File: config.mk
export PLATFORM = sky130hd
export DESIGN_NAME = seq_burst_arbiter
export DESIGN_NICKNAME = d
export VERILOG_FILES = /design/src/rtl/seq_burst_arbiter.sv
export SDC_FILE = /design/constraint.sdc
export NUM_CORES = 1
export LEC_CHECK = 0
export BUFFER_PORTS_ARGS = -buffer_cell sky130_fd_sc_hd__buf_2
export CORE_AREA = 2 2 48 50
export CTS_CLUSTER_SIZE = 12
export DETAILED_ROUTE_END_ITERATION = 12
export DIE_AREA = 0 0 50 52
export PLACE_DENSITY = 0.73
export SLEW_MARGIN = 40
export SYNTH_ARGS = -nofsm -noshare
export SYNTH_HDL_FRONTEND = slang
export SYNTH_SLANG_ARGS = --single-unit
File: constraint.sdc
create_clock -name clk -period 1.7 [get_ports clk]
set_input_delay 0.51 -clock clk [delete_from_list [all_inputs] [get_ports clk]]
set_output_delay 0.51 -clock clk [all_outputs]
set_load 0.1 [all_outputs]
File: src/rtl/seq_burst_arbiter.sv
// Round-robin arbiter that lends one sequence generator to two burst requesters
// and streams the captured words out over a valid/ready port tagged with the owner.
module seq_burst_arbiter #(
  parameter int LEN_W = 4
) (
  input  logic             clk,
  input  logic             reset,
  input  logic [1:0]       req,
  input  logic [LEN_W-1:0] req_len0,
  input  logic [LEN_W-1:0] req_len1,
  output logic [1:0]       grant,
  output logic [1:0]       done,
  output logic             gen_enable,
  input  logic [3:0]       gen_data,
  output logic             out_valid,
  input  logic             out_ready,
  output logic [3:0]       out_data,
  output logic             out_last,
  output logic             out_id
);

  typedef enum logic {IDLE, RUN} state_e;

  state_e           state_q;
  logic [LEN_W-1:0] remaining_q;
  logic             fetching_q;
  logic             owner_q;
  logic             lastOwner_q;
  logic [1:0]       grant_q;
  logic [1:0]       done_q;
  logic             outValid_q;
  logic [3:0]       outData_q;
  logic             outLast_q;
  logic             outId_q;

  logic [1:0]       maskedReq;
  logic             winner_d;
  logic             finalAccept;

  // A requester finishing this cycle may not win again until its done pulse drops.
  assign maskedReq   = req & ~done_q;
  assign winner_d    = lastOwner_q ? ~maskedReq[0] : maskedReq[1];
  assign finalAccept = outValid_q && out_ready && outLast_q;

  // fetching_q stays low after the last fetch, so a full-range length never wraps.
  assign gen_enable  = (state_q == RUN) && fetching_q && (!outValid_q || out_ready);

  always_ff @(posedge clk or posedge reset) begin
    if (reset) begin
      state_q     <= IDLE;
      remaining_q <= '0;
      fetching_q  <= 1'b0;
      owner_q     <= 1'b0;
      lastOwner_q <= 1'b1;
      grant_q     <= '0;
      done_q      <= '0;
      outValid_q  <= 1'b0;
      outData_q   <= '0;
      outLast_q   <= 1'b0;
      outId_q     <= 1'b0;
    end else begin
      done_q <= '0;
      case (state_q)
        IDLE: begin
          if (|maskedReq) begin
            state_q     <= RUN;
            remaining_q <= winner_d ? req_len1 : req_len0;
            fetching_q  <= 1'b1;
            owner_q     <= winner_d;
            lastOwner_q <= winner_d;
            grant_q     <= winner_d ? 2'b10 : 2'b01;
          end
        end
        RUN: begin
          if (gen_enable) begin
            outData_q  <= gen_data;
            outValid_q <= 1'b1;
            outId_q    <= owner_q;
            outLast_q  <= (remaining_q == '0);
            if (remaining_q == '0) begin
              fetching_q <= 1'b0;
            end else begin
              remaining_q <= remaining_q - LEN_W'(1);
            end
          end else if (outValid_q && out_ready) begin
            outValid_q <= 1'b0;
          end
          if (finalAccept) begin
            state_q    <= IDLE;
            done_q     <= owner_q ? 2'b10 : 2'b01;
            grant_q    <= '0;
            outValid_q <= 1'b0;
          end
        end
        default: state_q <= IDLE;
      endcase
    end
  end

  assign grant     = grant_q;
  assign done      = done_q;
  assign out_valid = outValid_q;
  assign out_data  = outData_q;
  assign out_last  = outLast_q;
  assign out_id    = outId_q;

endmodule

==> impl_metrics.ini <==
[route]
first_pass_iters = 2
via_count = 860
post_drt_wl_per_cell_um = 12.6
wirelength_mm = 2.12
drc = 0
drt_iter0_markers = 12
avgViaCountPerCell = 5.12
ant_nets = 0

[critical_path]
crit_required_ns = 1.19
critical_path_class = register to output pin
crit_arrival_ns = 1.18
crit_fanout = 4
timing.critical_path.from_type = register
cp-end-kind = output pin

[global_route]
grt_pass1_vias = 889
gr-total-overflow = 0
grt_max_degree = 20
grt_first_pass_wirelength_mm = 3.80
track_usage = 0.192
antenna_found_initial = 0

[hold_path]
hold_path_class = input pin to async pin

[floorplan]
core_um2 = 2110
io_pins = 29
num_rows = 17
die_x_um = 50
die_area_um2 = 2600
die_y_um = 52
initial_core_util = 0.456

[synthesis]
synth_flop_cell = dfrtp_1
synth_top_area_frac = 0.469
synth.avg_cell_area_um2 = 9.51
yosysSeqAreaShare = 0.496
synth_seq_cells = 19
ys_types = 33
yosysWarningCount = 0
synth_area_leaders = dfrtp_1 (47%), nand2_1 (9.0%), inv_1 (3.5%)
synth_area_leader_cell = dfrtp_1
netlist_area_um2 = 961
syn_nets = 119
synth-edff-count = 0
syn-instance-count = 101
yosysMostFrequentCell = nand2_1
ys_top_cells_by_count = nand2_1 (23), dfrtp_1 (18), inv_1 (9)
ys_async_sr_fraction = 1.00

[layout]
syn_to_final_growth_pct = 31.9
num_antenna_cells = 0
nNetsFinal = 159
final_layout_size_suffix_gt1_frac = 0.386
finalNonFillerCells = 168

[sta]
setup_violations = 0
period_share = 0.994
worstMarginPinSlew_ns = 0.488
hold_viol = 0
min_period_ns = 1.69
grt_setup_unrepaired = true
slew_viol_final = 0
holdWs_ns = 0.209
max_freq_mhz = 592
slew_headroom = 0.677
worst_slack_ns = 0.0101
skew_ns = 0.00663

[status]
outcome = finished clean

[clocking]
cts_tree = yes
root_buffer = clkbuf_4
htree_levels = 1
insertion_delay_ns = 0.29
cts_inserted_buffers = 3
postCtsHoldBufs = 0
clkTransAtPathRegs_ns = 0.10
cts_buffer_depth = 2
cts_sinks = 19

[run]
drv_cap = 0

[placement]
portBuffers = 28
place.gp.congestion = 0.814
dp.cells = 160
place_hpwl_mm = 1.63
preCtsSetupSlack_ns = 0.0477
-- kinds of logic (layout without fill, tap and decap cells) --
group / Yosys count / after routing / share of synthesized area
buffers and inverters: 12 / 51 / 0.0495
and+or+nand+nor: 46 / 46 / 0.256
DFF: 19 / 19 / 0.496
muxes: 3 / 3 / 0.0313
AOI/OAI and AO/OA: 20 / 20 / 0.154
adders and majority gates: 1 / 1 / 0.0130
-- sequential cells by signal (all words and copies together), names as in the netlist --
name and count:
state_q 1, out_id 1, lastOwner_q 1, out_data 4
owner_q 1, out_last 1, out_valid 1, fetching_q 1
remaining_q 4, grant 2, done 2
-- final cells by class --
type / count / area [um2]
inverters: 10 / 40.0
repair buffers: 37 / 225
fillers: 181 / 838
multi-input cells: 70 / 460
well taps: 28 / 35.0
flip-flops and latches: 19 / 480
clock buffers: 4 / 26.3
-- what timing repair did --
item	in CTS	in global routing
endpoints found under the setup margin	1	4
cloned	0	0
pin swaps	0	1
resized for setup	2	3
setup buffers	2	2
-- critical path: stages, from the launching register on --
cell and delay, ns:
dfrtp_2 0.46, nand2b_4 0.10, nand3_4 0.09, inv_4 0.08, buf_12 0.16
-- layout by cell type, fill, tap and decap left out, drive strengths merged --
| cell | netlist | routed |
|---|---|---|
| buf | 2 | 36 |
| nand2 | 23 | 23 |
| dfrtp | 18 | 18 |
| inv | 10 | 10 |
| a211oi | 5 | 5 |
| clkbuf | 0 | 5 |
| o21ai | 4 | 4 |
| nor2 | 4 | 4 |
| nand2b | 4 | 4 |
| a21o | 3 | 3 |
| mux2i | 3 | 3 |
| nor3 | 3 | 3 |
| nor3b | 3 | 3 |
| nand3 | 3 | 3 |
| a21oi | 2 | 2 |
| and4b | 1 | 1 |
| o221ai | 1 | 1 |
| and3 | 1 | 1 |
| a22o | 1 | 1 |
| nand4 | 1 | 1 |
| o21a | 1 | 1 |
| a31o | 1 | 1 |
| and3b | 1 | 1 |
| and4 | 1 | 1 |
| o32ai | 1 | 1 |
| nand4b | 1 | 1 |
| a31oi | 1 | 1 |
| ha | 1 | 1 |
| dfstp | 1 | 1 |
-- final timing paths --
check | startpoint | endpoint | slack [ns] | cells past startpoint
min in group clk | gen_data[0] | out_data[0] | 0.40 | 3
max reg2reg | remaining_q[0] | remaining_q[1] | 0.12 | 6
max in group asynchronous | reset | lastOwner_q | 1.23 | 3
max | out_valid | gen_enable | 0.01 | 4
min reg2reg | owner_q | done[0] | 0.46 | 1
min | reset | remaining_q[3] | 0.21 | 3
-- layer usage --
metal	GRT usage	part of all wire
met5	0	0
met4	0.0833	0.020
met3	0.0316	0.042
met2	0.342	0.50
met1	0.227	0.44
-- metrics by stage --
| stage | cell area (um2) | util | TNS, ns |
|---|---|---|---|
| after global placement | 1180 | 0.563 | 0 |
| after CTS | 1240 | 0.589 | -0.00175 |
| after global routing | 1270 | 0.602 | -0.0682 |
| after floorplan | 967 | - | -0.105 |
| final | 1270 | 0.602 | 0 |
| after detailed placement | 1180 | 0.563 | 0 |
Power is not shown: default switching activity piles up to over one toggle a cycle in this logic, so the estimate is an artifact.
